File: config.mk
export PLATFORM = sky130hd
export DESIGN_NAME = hwt_probe_flat
export DESIGN_NICKNAME = d
export VERILOG_FILES = /design/src/rtl/hwt_probe_if.sv /design/src/rtl/hwt_probe.sv /design/src/flat_wrapper.sv
export SDC_FILE = /design/constraint.sdc
export NUM_CORES = 1
export LEC_CHECK = 0
export CAP_MARGIN = 20
export CORE_ASPECT_RATIO = 0.75
export CORE_MARGIN = 3
export CORE_UTILIZATION = 47
export CTS_BUF_LIST = sky130_fd_sc_hd__clkbuf_8 sky130_fd_sc_hd__clkbuf_16
export CTS_CLUSTER_DIAMETER = 30
export CTS_CLUSTER_SIZE = 14
export DETAILED_ROUTE_END_ITERATION = 10
export PLACE_DENSITY = 0.76
export REMOVE_ABC_BUFFERS = 1
export SYNTH_ARGS = -nofsm -noshare
export SYNTH_HDL_FRONTEND = slang
export SYNTH_SLANG_ARGS = --single-unit
export TNS_END_PERCENT = 10
File: constraint.sdc
create_clock -name clk -period 1.95 [get_ports clk]
set_clock_uncertainty 0.2 [all_clocks]
set_input_delay 0.2925 -clock clk [delete_from_list [all_inputs] [get_ports clk]]
set_output_delay 0.2925 -clock clk [all_outputs]
set_load 0.005 [all_outputs]
File: src/rtl/hwt_probe_if.sv
// Stimulus/response bundle between hwt_probe and the device it exercises.
// Latency: none, wiring only.
// Backpressure: none; start is a single-cycle request, ignored while busy.
interface hwt_probe_if;
    logic       start;
    logic       A;
    logic       B;
    logic       C;
    logic       D;
    logic       y_dut;
    logic       busy;
    logic       done;
    logic       pass;
    logic [4:0] err_count;
    logic [3:0] first_fail_vec;
    logic       first_fail_valid;

    // Probe side: drives stimulus and results, receives start and the DUT response.
    modport master (
        input  start,
        input  y_dut,
        output A,
        output B,
        output C,
        output D,
        output busy,
        output done,
        output pass,
        output err_count,
        output first_fail_vec,
        output first_fail_valid
    );

    // Environment side: requests sweeps, returns the DUT response, reads results.
    modport slave (
        output start,
        output y_dut,
        input  A,
        input  B,
        input  C,
        input  D,
        input  busy,
        input  done,
        input  pass,
        input  err_count,
        input  first_fail_vec,
        input  first_fail_valid
    );
endinterface

File: src/rtl/hwt_probe.sv
// Sweeps all 16 {A,B,C,D} vectors into a non_hwt instance and checks Y = D & ((A & B) | C).
// Latency: 16*(SETTLE_CYC+2) cycles from accepted start to done; results land one edge after each sample.
// Backpressure: none; start is accepted only in IDLE or DONE and ignored while busy.
module hwt_probe #(
    parameter int SETTLE_CYC = 2   // hold cycles before sampling, 0..15
) (
    input  logic         clk,
    input  logic         rst,
    hwt_probe_if.master  bus
);

    localparam logic [3:0] SETTLE_LOAD = 4'(SETTLE_CYC);
    localparam logic [3:0] LAST_VEC    = 4'hF;

    typedef enum logic [1:0] {
        IDLE   = 2'd0,
        SETTLE = 2'd1,
        SAMPLE = 2'd2,
        DONE   = 2'd3
    } state_t;

    state_t     state;
    logic [3:0] vec;          // {A,B,C,D} currently presented
    logic [3:0] settle_cnt;
    logic       busy;
    logic       done;
    logic [4:0] err_count;
    logic [3:0] first_fail_vec;
    logic       first_fail_valid;

    logic       golden;
    logic       mismatch;

    // Reference non_hwt function of the vector being presented.
    assign golden   = vec[0] & ((vec[3] & vec[2]) | vec[1]);
    assign mismatch = (bus.y_dut != golden);

    // Sweep controller: one register set, all outputs registered.
    always_ff @(posedge clk) begin
        if (rst) begin
            state            <= IDLE;
            vec              <= 4'd0;
            settle_cnt       <= 4'd0;
            busy             <= 1'b0;
            done             <= 1'b0;
            err_count        <= 5'd0;
            first_fail_vec   <= 4'd0;
            first_fail_valid <= 1'b0;
        end else begin
            case (state)
                // Restart from DONE behaves exactly like a start from IDLE.
                IDLE, DONE: begin
                    if (bus.start) begin
                        state            <= SETTLE;
                        vec              <= 4'd0;
                        settle_cnt       <= SETTLE_LOAD;
                        busy             <= 1'b1;
                        done             <= 1'b0;
                        err_count        <= 5'd0;
                        first_fail_vec   <= 4'd0;
                        first_fail_valid <= 1'b0;
                    end
                end

                // Hold the vector for SETTLE_CYC+1 cycles before sampling.
                SETTLE: begin
                    if (settle_cnt == 4'd0) begin
                        state <= SAMPLE;
                    end else begin
                        settle_cnt <= settle_cnt - 4'd1;
                    end
                end

                // Compare the response, then step to the next vector or finish.
                SAMPLE: begin
                    if (mismatch) begin
                        // At most 16 increments per sweep, so 5 bits never wrap.
                        err_count <= err_count + 5'd1;
                        if (!first_fail_valid) begin
                            first_fail_vec   <= vec;
                            first_fail_valid <= 1'b1;
                        end
                    end
                    if (vec == LAST_VEC) begin
                        // Vector stays at 4'hF so the DUT sees a stable input in DONE.
                        state <= DONE;
                        busy  <= 1'b0;
                        done  <= 1'b1;
                    end else begin
                        state      <= SETTLE;
                        vec        <= vec + 4'd1;
                        settle_cnt <= SETTLE_LOAD;
                    end
                end

                default: begin
                    state <= IDLE;
                    busy  <= 1'b0;
                    done  <= 1'b0;
                end
            endcase
        end
    end

    assign bus.A                = vec[3];
    assign bus.B                = vec[2];
    assign bus.C                = vec[1];
    assign bus.D                = vec[0];
    assign bus.busy             = busy;
    assign bus.done             = done;
    // err_count is only meaningful once the sweep has finished.
    assign bus.pass             = done & (err_count == 5'd0);
    assign bus.err_count        = err_count;
    assign bus.first_fail_vec   = first_fail_vec;
    assign bus.first_fail_valid = first_fail_valid;

endmodule

File: src/flat_wrapper.sv
// flat-port wrapper written by rule: the top's interface ports become plain ports
module hwt_probe_flat 
#(
    parameter int SETTLE_CYC = 2                                        
)
  (clk, rst, bus_start, bus_y_dut, bus_A, bus_B, bus_C, bus_D, bus_busy, bus_done, bus_pass, bus_err_count, bus_first_fail_vec, bus_first_fail_valid);
  hwt_probe_if bus_i ();
  input  logic clk;
  input  logic rst;
  input wire logic [$bits(bus_i.start)-1:0] bus_start;
  input wire logic [$bits(bus_i.y_dut)-1:0] bus_y_dut;
  output wire logic [$bits(bus_i.A)-1:0] bus_A;
  output wire logic [$bits(bus_i.B)-1:0] bus_B;
  output wire logic [$bits(bus_i.C)-1:0] bus_C;
  output wire logic [$bits(bus_i.D)-1:0] bus_D;
  output wire logic [$bits(bus_i.busy)-1:0] bus_busy;
  output wire logic [$bits(bus_i.done)-1:0] bus_done;
  output wire logic [$bits(bus_i.pass)-1:0] bus_pass;
  output wire logic [$bits(bus_i.err_count)-1:0] bus_err_count;
  output wire logic [$bits(bus_i.first_fail_vec)-1:0] bus_first_fail_vec;
  output wire logic [$bits(bus_i.first_fail_valid)-1:0] bus_first_fail_valid;
  assign bus_i.start = bus_start;
  assign bus_i.y_dut = bus_y_dut;
  assign bus_A = bus_i.A;
  assign bus_B = bus_i.B;
  assign bus_C = bus_i.C;
  assign bus_D = bus_i.D;
  assign bus_busy = bus_i.busy;
  assign bus_done = bus_i.done;
  assign bus_pass = bus_i.pass;
  assign bus_err_count = bus_i.err_count;
  assign bus_first_fail_vec = bus_i.first_fail_vec;
  assign bus_first_fail_valid = bus_i.first_fail_valid;
  hwt_probe #(.SETTLE_CYC(SETTLE_CYC)) u_core (.clk(clk), .rst(rst), .bus(bus_i));
endmodule
* Word level (Yosys, flattened, before mapping)
Cells that the tools add are included.
** Word-level totals
- Register bits after elaboration :: 22
- Input port bits :: 4
- Output and inout bits :: 17
- Word-level logic and storage cells :: 63
** Operators by class
- Add/subtract/negate cells :: 3
- Eq/ne operators :: 12
- Muxes and demuxes :: 25
- Bitwise operators :: 4
- Reductions and logical operators :: 11
** Operator list (number)
- two-way mux 4 bit :: 7
- case mux 4 bit (2 select lines) :: 2
- case mux 4 bit (3 select lines) :: 1
- AND reduction 3 bit :: 4
- two-way mux 5 bit :: 2
- case mux 5 bit (2 select lines) :: 1
- inequality test 2 bit, second input constant :: 4
- two-way mux 2 bit :: 3
- inequality test 2 x 1 -> 1 bit, second input constant :: 3
- case mux 1 bit (2 select lines) :: 3
- case mux 2 bit (3 select lines) :: 1
- adder 5 x 1 -> 5 bit, second input constant :: 1
- logical NOT 5 bit :: 1
- two-way mux 1 bit :: 5
- adder 4 x 1 -> 4 bit, second input constant :: 1
- == test 2 bit, second input constant :: 2
- == test 4 bit, second input constant :: 1
- logical NOT 4 bit :: 1
- AND reduction 4 bit :: 1
- subtractor 4 x 1 -> 4 bit, second input constant :: 1
- AND 1 bit :: 3
- == test 2 x 1 -> 1 bit, second input constant :: 1
- logical NOT 2 bit :: 1
- AND reduction 2 bit :: 1
- 4 further kinds :: 4

* Depth between registers and ports, before layout
- Depth in word-level cells :: 6
- Depth in mapped cells :: 8

* Worst setup path before layout
No wires, ideal clock.
- Kind :: register to register
- Start :: register u_core.state[0]
- End :: register u_core.first_fail_vec[1] (netlist: u_core.bus.first_fail_vec[1])
- Library setup time :: 74 ps
- Data arrival time :: 1535 ps
- Required time :: 1676 ps
- Setup slack :: 140 ps
- Cell stages (with the launch flop) :: 8
- Cells stage by stage :: dfxtp_1 -> inv_1 -> ha_1 -> nor2b_1 -> buf_2 -> nor3_1 -> nand4_1 -> a31oi_1
** Between the ends
- Word-level cells in the longest chain between the ends :: 4
** Ends and longest elaborated chain
- from (decl) :: line hwt_probe.sv:22 : state_t state;
- from (signal assigned) :: line hwt_probe.sv:41 : state <= IDLE;
- from (signal assigned) :: line hwt_probe.sv:54 : state <= SETTLE;
- from (signal assigned) :: line hwt_probe.sv:68 : state <= SAMPLE;
- == test 2 bit or logical NOT 2 bit (tied branches) :: line hwt_probe.sv:50 : case (state)
- OR reduction 2 bit :: line hwt_probe.sv:50
- inequality test 2 bit (no line) or nonzero test 2 bit (tied branches)
- AND reduction 4 bit (no line)
- to (signal assigned) :: line hwt_probe.sv:80 : first_fail_vec <= vec;
- to (decl) :: line hwt_probe.sv:28 : logic [3:0] first_fail_vec;
Parallel ways exist; a longest one is shown, timed or not.
A chain may end at the register's enable or synchronous reset.

* Final worst setup path
- Start :: register u_core.err_count[0] (netlist: u_core.bus.err_count[0])
- End :: output port bus_pass
** Between the ends
- Word-level cells in the longest chain between the ends :: 2
** Ends and longest elaborated chain
- from (decl) :: line hwt_probe.sv:27 : logic [4:0] err_count;
- from (signal assigned) :: line hwt_probe.sv:78 : err_count <= err_count + 5'd1;
- logical NOT 5 bit :: line hwt_probe.sv:112 : assign bus.pass = done & (err_count == 5'd0);
- AND 1 bit :: line hwt_probe.sv:112
- to (decl) :: line flat_wrapper.sv:18 : output wire logic [$bits(bus_i.pass)-1:0] bus_pass;
Every way passes these cells.

==> results.cfg <==
[pwr]
leakagePower_nw = 0.625
finalPower_w = 0.00179
power.density_mw_per_mm2 = 1090
ir_drop_mv = 0.998

[sta]
hold_viol_final = 0
max_freq_mhz = 551
setup_violations = 0
tightest_slew_ns = 0.417
final_max_slew_viol_count = 0
rsz0062_at_grt = false
fin_crit_ns = 1.81
period_share_pct = 93.0
finalWorstSetupSlack_ns = 0.136
relSlewSlack_pct = 72.2

[synthesis]
synth_edf_count = 0
yosysSeqAreaShare_pct = 33.7
postSynthAreaPerCell_um2 = 8.55
synth-xor-area-share_pct = 1.34
yosys-top-cells-count = dfxtp_1, nand2_1, nor2_1, inv_1, nand4_1
synth_top_cell_area_share_pct = 33.7
synth_fa_ha_area_share_pct = 6.70
netlist_instances = 153
synth_top_family_by_area = simple AND/OR/NAND/NOR gates
synthesis.area_mm2 = 0.00131
synth_cell_types = 43
synth_flop_cell = dfxtp_1
post-synth-top-count-cell = dfxtp_1
synth-seq-cells = 22
synthTopCellsByArea = dfxtp_1, ha_1, nand2_1
ys_async_sr_fraction_pct = 0
synthMuxAreaShare_pct = 0.766
yosysTopAreaCell = dfxtp_1
synth-compound-area-share_pct = 21.5
yosys.area_share.simple_pct = 29.0
yosysWarningCount = 0

[final_layout]
final_nets = 190
regArea_um2 = 449
final_layout_size_suffix_gt1_share_pct = 18.0
final_cells = 212
fillers = 209
area_growth_pct = 26.4
multiInputGateArea_um2 = 778
antennaDiodeCount = 0
post-route-util_pct = 67.2

[setup_path]
cp.required_ns = 1.46
cp_num_cells = 4
startpoint_type = flip-flop
arrival_ns = 1.32
crit_chain = inv_2, ha_1, and4b_1, dlygate4sd2_1
r2r_cells = 6
critical_path.top_delay_family = flip-flops
worstReg2RegEnd = u_core.bus.err_count[4]
setup.worst_path.end_class = output pin
endpoint = bus_pass
critPathSlowestCell = dfxtp_4
critPathLaunch = u_core.bus.err_count[0]
path_class = flip-flop to output pin
ff2ff_setup_slack_ns = 0.15
slowest_delay_ns = 0.38
worstReg2RegStart = u_core.state[0]
crit_buf_inv = 2
cp_max_fo = 5

[clocking]
clkLatencyLatePin_ns = 0.27
clk_pin_slew_ns = 0.08
cts_setup_buffers = 0
htreeDepth = 1
numCtsBuffers = 3
cts.path.max_buffers = 2
cts_tree = done
cts.sinks = 22
root_buffer = clkbuf_8

[route]
wl_per_cell_um = 14.2
drcViolationCount = 0
viasPerCell = 5.75
drt_pass1_iterations = 4
first_iter_violations = 78
drtAntennaViolNets = 0
wl_um = 3020
via_count = 1219

[global_routing]
grt_pass1_vias = 1128
grt_max_degree = 18
grtUsageTotal_pct = 19.1
grt_pass1_wl_um = 5040
overflow = 0
antenna_found_initial = 0

[place]
place_inst = 208
io_buffer_count = 20
routabilityCongestion = 0.777
hpwl_um = 2220
place_ws_ns = -0.0483

[floorplanning]
die_x_um = 66.9
ios = 21
start_util_pct = 53.2
num_rows = 15
die_h_um = 51.7
core-area_mm2 = 0.00246
dieArea_mm2 = 0.00346

[flow_run]
drv_cap = 0

[status]
status = finished clean

[min_path]
hp-class = flip-flop to flip-flop
## cell type report
cell class                      instances  area share (%)
Timing Repair Buffer                   31            17.0
Tap cell                               34            2.57
Multi-Input combinational cell        113            47.1
Clock inverter                          1            1.82
Inverter                                8            1.82
Clock buffer                            3            2.50
Sequential cell                        22            27.2
## timing repair
action | 4_1_cts | 5_1_grt
hold buffers | 0 | 0
endpoints found under the setup margin | 1 | 15
resized for setup | 5 | 4
cloned | 0 | 0
## flip-flops by register name, summed over array words and instances (netlist names)
signal                       cells
u_core.bus.first_fail_vec        4
u_core.vec                       4
u_core.bus.busy                  1
u_core.bus.first_fail_valid      1
u_core.state                     2
u_core.settle_cnt                4
u_core.bus.done                  1
u_core.bus.err_count             5
## how the worst min path moves through the flow
stage                         start                   end  slack (ns)  cells past startpoint
2_1_floorplan                   rst       u_core.bus.busy        0.16                      1
3_3_place_gp   u_core.settle_cnt[0]  u_core.settle_cnt[0]        0.26                      2
3_5_place_dp   u_core.settle_cnt[0]  u_core.settle_cnt[0]        0.27                      2
4_1_cts        u_core.settle_cnt[0]  u_core.settle_cnt[0]        0.28                      2
5_1_grt        u_core.settle_cnt[0]  u_core.settle_cnt[0]        0.31                      2
6_report       u_core.settle_cnt[0]  u_core.settle_cnt[0]        0.28                      2
## tightest hold or removal path, stage by stage (launching register included)
cell     delay, ns
dfxtp_1       0.33
nand2_1       0.06
a21oi_1       0.05
## layout by cell type (no fill, tap or decap), types with 2 or more instances in the layout
cell type / netlist / final
a211oi_1: 3 / 3
a21o_1: 4 / 4
a21oi_1: 7 / 7
a21oi_2: 2 / 2
a31oi_1: 7 / 7
and2b_1: 2 / 2
and3_1: 3 / 3
buf_4: 1 / 11
clkbuf_8: 0 / 3
clkdlybuf4s50_1: 0 / 19
dfxtp_1: 22 / 17
dfxtp_2: 0 / 4
ha_1: 7 / 7
inv_1: 8 / 7
nand2_1: 16 / 16
nand2b_1: 3 / 3
nand3_1: 6 / 6
nand4_1: 8 / 8
nor2_1: 9 / 9
nor3_1: 5 / 5
nor4b_1: 2 / 2
o211ai_1: 4 / 4
o21ai_0: 3 / 3
xor2_1: 2 / 2
## power by group
part / total [W] / switching [W] / internal, W
Combinational: 0.000795 / 0.000443 / 0.000352
Clock: 0.000428 / 0.000154 / 0.000274
Sequential: 0.000572 / 0.0000550 / 0.000517
Total: 0.00179 / 0.000651 / 0.00114
## routing by layer
layer  vias up  GRT usage, %  share of wire, %  routed length [um]
met1       570          24.7                48                1450
met2        39          30.9                46                1390
met5         -             0                 0                   0
li1        608             -                 -                   -
met4         0          5.72              0.43                  13
met3         2          5.40               5.6                 170
## kinds of logic after synthesis
| family | count (synthesis) |
|---|---|
| AO/OA/AOI/OAI | 37 |
| XOR/XNOR | 2 |
| adder cells (fa/ha/maj) | 7 |
| buffers and inverters | 18 |
| flip-flops | 22 |
| multiplexers | 1 |
| AND/OR/NAND/NOR | 66 |
## stage by stage
| stage | TNS [ns] | hold slack (ns) | area, um2 |
|---|---|---|---|
| after CTS | 0 | 0.284 | 1650 |
| after global placement | 0 | 0.260 | 1570 |
| final | 0 | 0.283 | 1650 |
| after floorplan | 0 | 0.162 | 1250 |
| after detailed placement | -0.215 | 0.272 | 1570 |
| after global routing | 0 | 0.313 | 1650 |
Note: power is estimated with default switching activity, not from simulation.
==> edit, RTL diff (config.mk and constraints unchanged) <==
Re-encode `state_t` (4 states) as one-hot, 4 bits wide.
--- a/src/rtl/hwt_probe.sv
+++ b/src/rtl/hwt_probe.sv
@@ -13,9 +13,9 @@
     localparam logic [3:0] LAST_VEC    = 4'hF;
 
-    typedef enum logic [1:0] {
-        IDLE   = 2'd0,
-        SETTLE = 2'd1,
-        SAMPLE = 2'd2,
-        DONE   = 2'd3
+    typedef enum logic [3:0] {
+        IDLE   = 4'b0001,
+        SETTLE = 4'b0010,
+        SAMPLE = 4'b0100,
+        DONE   = 4'b1000
     } state_t;
 
Function: same outputs for any inputs over 10 cycles, from zero or initial values and one cycle with rst high; not proved beyond that.
==> edit against the original RTL <==
- cell area grew 9.5%
- wire length rose by 13%
- non-clock buffer count up 11
- highest routed layer unchanged
- the flow now finishes with violations (setup timing)
- sequential cell count up 2
- sequential share of layout area decreased by 0.43 points
- global-route usage increased by 1.6 points
- area after synthesis rose by 3.8%
- worst setup slack lost 0.29 ns
- via count increased by 11%
Power is not compared: it rests on default switching activity, and its combinational part moved more than twofold at a synthesized area within 25%.
==> edit: results (changes against the original RTL) <==
Status
  • Status: finished, violations left
  • Failing checks: setup timing

Worst setup path
  • Crit path max-delay family: simple AND/OR/NAND/NOR gates
  • CP max stage cell: or4b_4
  • Crit path DAT: 2.11 ns (+0.79 ns)
  • Slowest stage delay, CP: 0.54 ns (+0.16 ns)
  • CP max FO: 4 (-1)

Layout
  • Fillers: 229 (+9.6%)
  • Ratio of cells with drive above 1 in the final layout: 0.197 (+0.0172)
  • Net count, final: 208 (+9.5%)

Global route
  • First-pass GRT wire length: 5600 um (+11%)
  • Initial antenna violation count: 0 (unchanged)
  • Vias in the first global route: 1,264 (+12%)
  • Largest net degree at the start of global routing: 14 (-4)
  • Total GRT Usage: 0.207 (+0.0159)

Synthesis
  • Yosys cell types: 47 (+9.3%)
  • Register area share after synthesis: 0.354 (+0.0171)
  • Synth area leaders: dfxtp_1 (35%), a21oi_1 (5.5%), ha_1 (4.6%)
  • Synth top cells by count: dfxtp_1 (24), a21oi_1 (15), nand2_1 (11)

Timing
  • Slew margin rel.: 0.679 (-0.0434)
  • Setup TNS: -1.24 ns (-1.24 ns)
  • # setup viols final: 13 (+13)
  • Setup WS post-layout: -0.155 ns (-0.290 ns)

Placed design
  • Dpl cell area: 0.00173 mm2 (+10%)
  • GP Congestion: 0.881 (+13%)
  • HPWL Detailed: 2560 um (+15%)

Drt
  • DR vias: 1,356 (+11%)
  • Initial DRC count: 58 (-26%)
  • Met2 wire len: 1640 um (+18%)
  • Met3 WL: 173 um (+1.8%)

Power and ir drop
  • PwrDens: between 600 and 700 mW/mm2
-- edit: cell count changes in the layout (fill, tap and decap cells not counted), sizes merged, moves of 4 or more --
cell	unedited run	this run
nor3	5	1
a21oi	9	16
nand2	16	11
buf	11	22
o21ai	3	7
mux2i	1	6
a21o	4	0
nand2b	3	10
nor2	10	6
-- edit: layer usage --
layer,global-route usage,vias to the layer above
li1,-,670
met1,0.257,648
met2,0.355,32
met3,0.0536,6
met4,0.0495,0
met5,0,-
-- edit: what timing repair did --
item                                    4_1_cts  5_1_grt
pin swaps                                     1        0
hold buffers                                  0        0
resized for setup                             8        1
endpoints found under the hold margin         0        0
endpoints found under the setup margin       16       14
-- edit: final timing paths --
kind / start / end / cells after the start
worst max-delay path: u_core.state[3] / u_core.bus.first_fail_vec[2] / 4
worst min-delay path: u_core.bus.first_fail_vec[1] / u_core.bus.first_fail_vec[1] / 2
worst max register to register: u_core.state[3] / u_core.bus.first_fail_vec[2] / 4
worst min register to register: u_core.bus.first_fail_vec[1] / u_core.bus.first_fail_vec[1] / 2
-- edit: logic make-up (layout without fill, tap and decap cells) --
family,Yosys count,after routing,share of synthesized area
flip-flops,24,24,0.354
XOR/XNOR,2,2,0.0129
AO/OA/AOI/OAI,46,46,0.225
AND/OR/NAND/NOR,61,61,0.269
multiplexers,6,6,0.0442
buffers and inverters,15,54,0.0489
adder cells (fa/ha/maj),5,5,0.0461
-- edit: through the flow --
stage	hold slack, ns	std cells
after floorplan	0.162	152
after global placement	0.244	230
after detailed placement	0.252	230
after CTS	0.264	234
after global routing	0.277	234
final	0.263	234
-- edit: final cells by class --
cell class	count	area, um2	area share
clock buffer	4	55.1	0.0304
inverter	8	30.0	0.0166
multi-input combinational	120	832	0.460
sequential	24	484	0.267
tap	36	45.0	0.0249
timing repair buffer	42	364	0.201
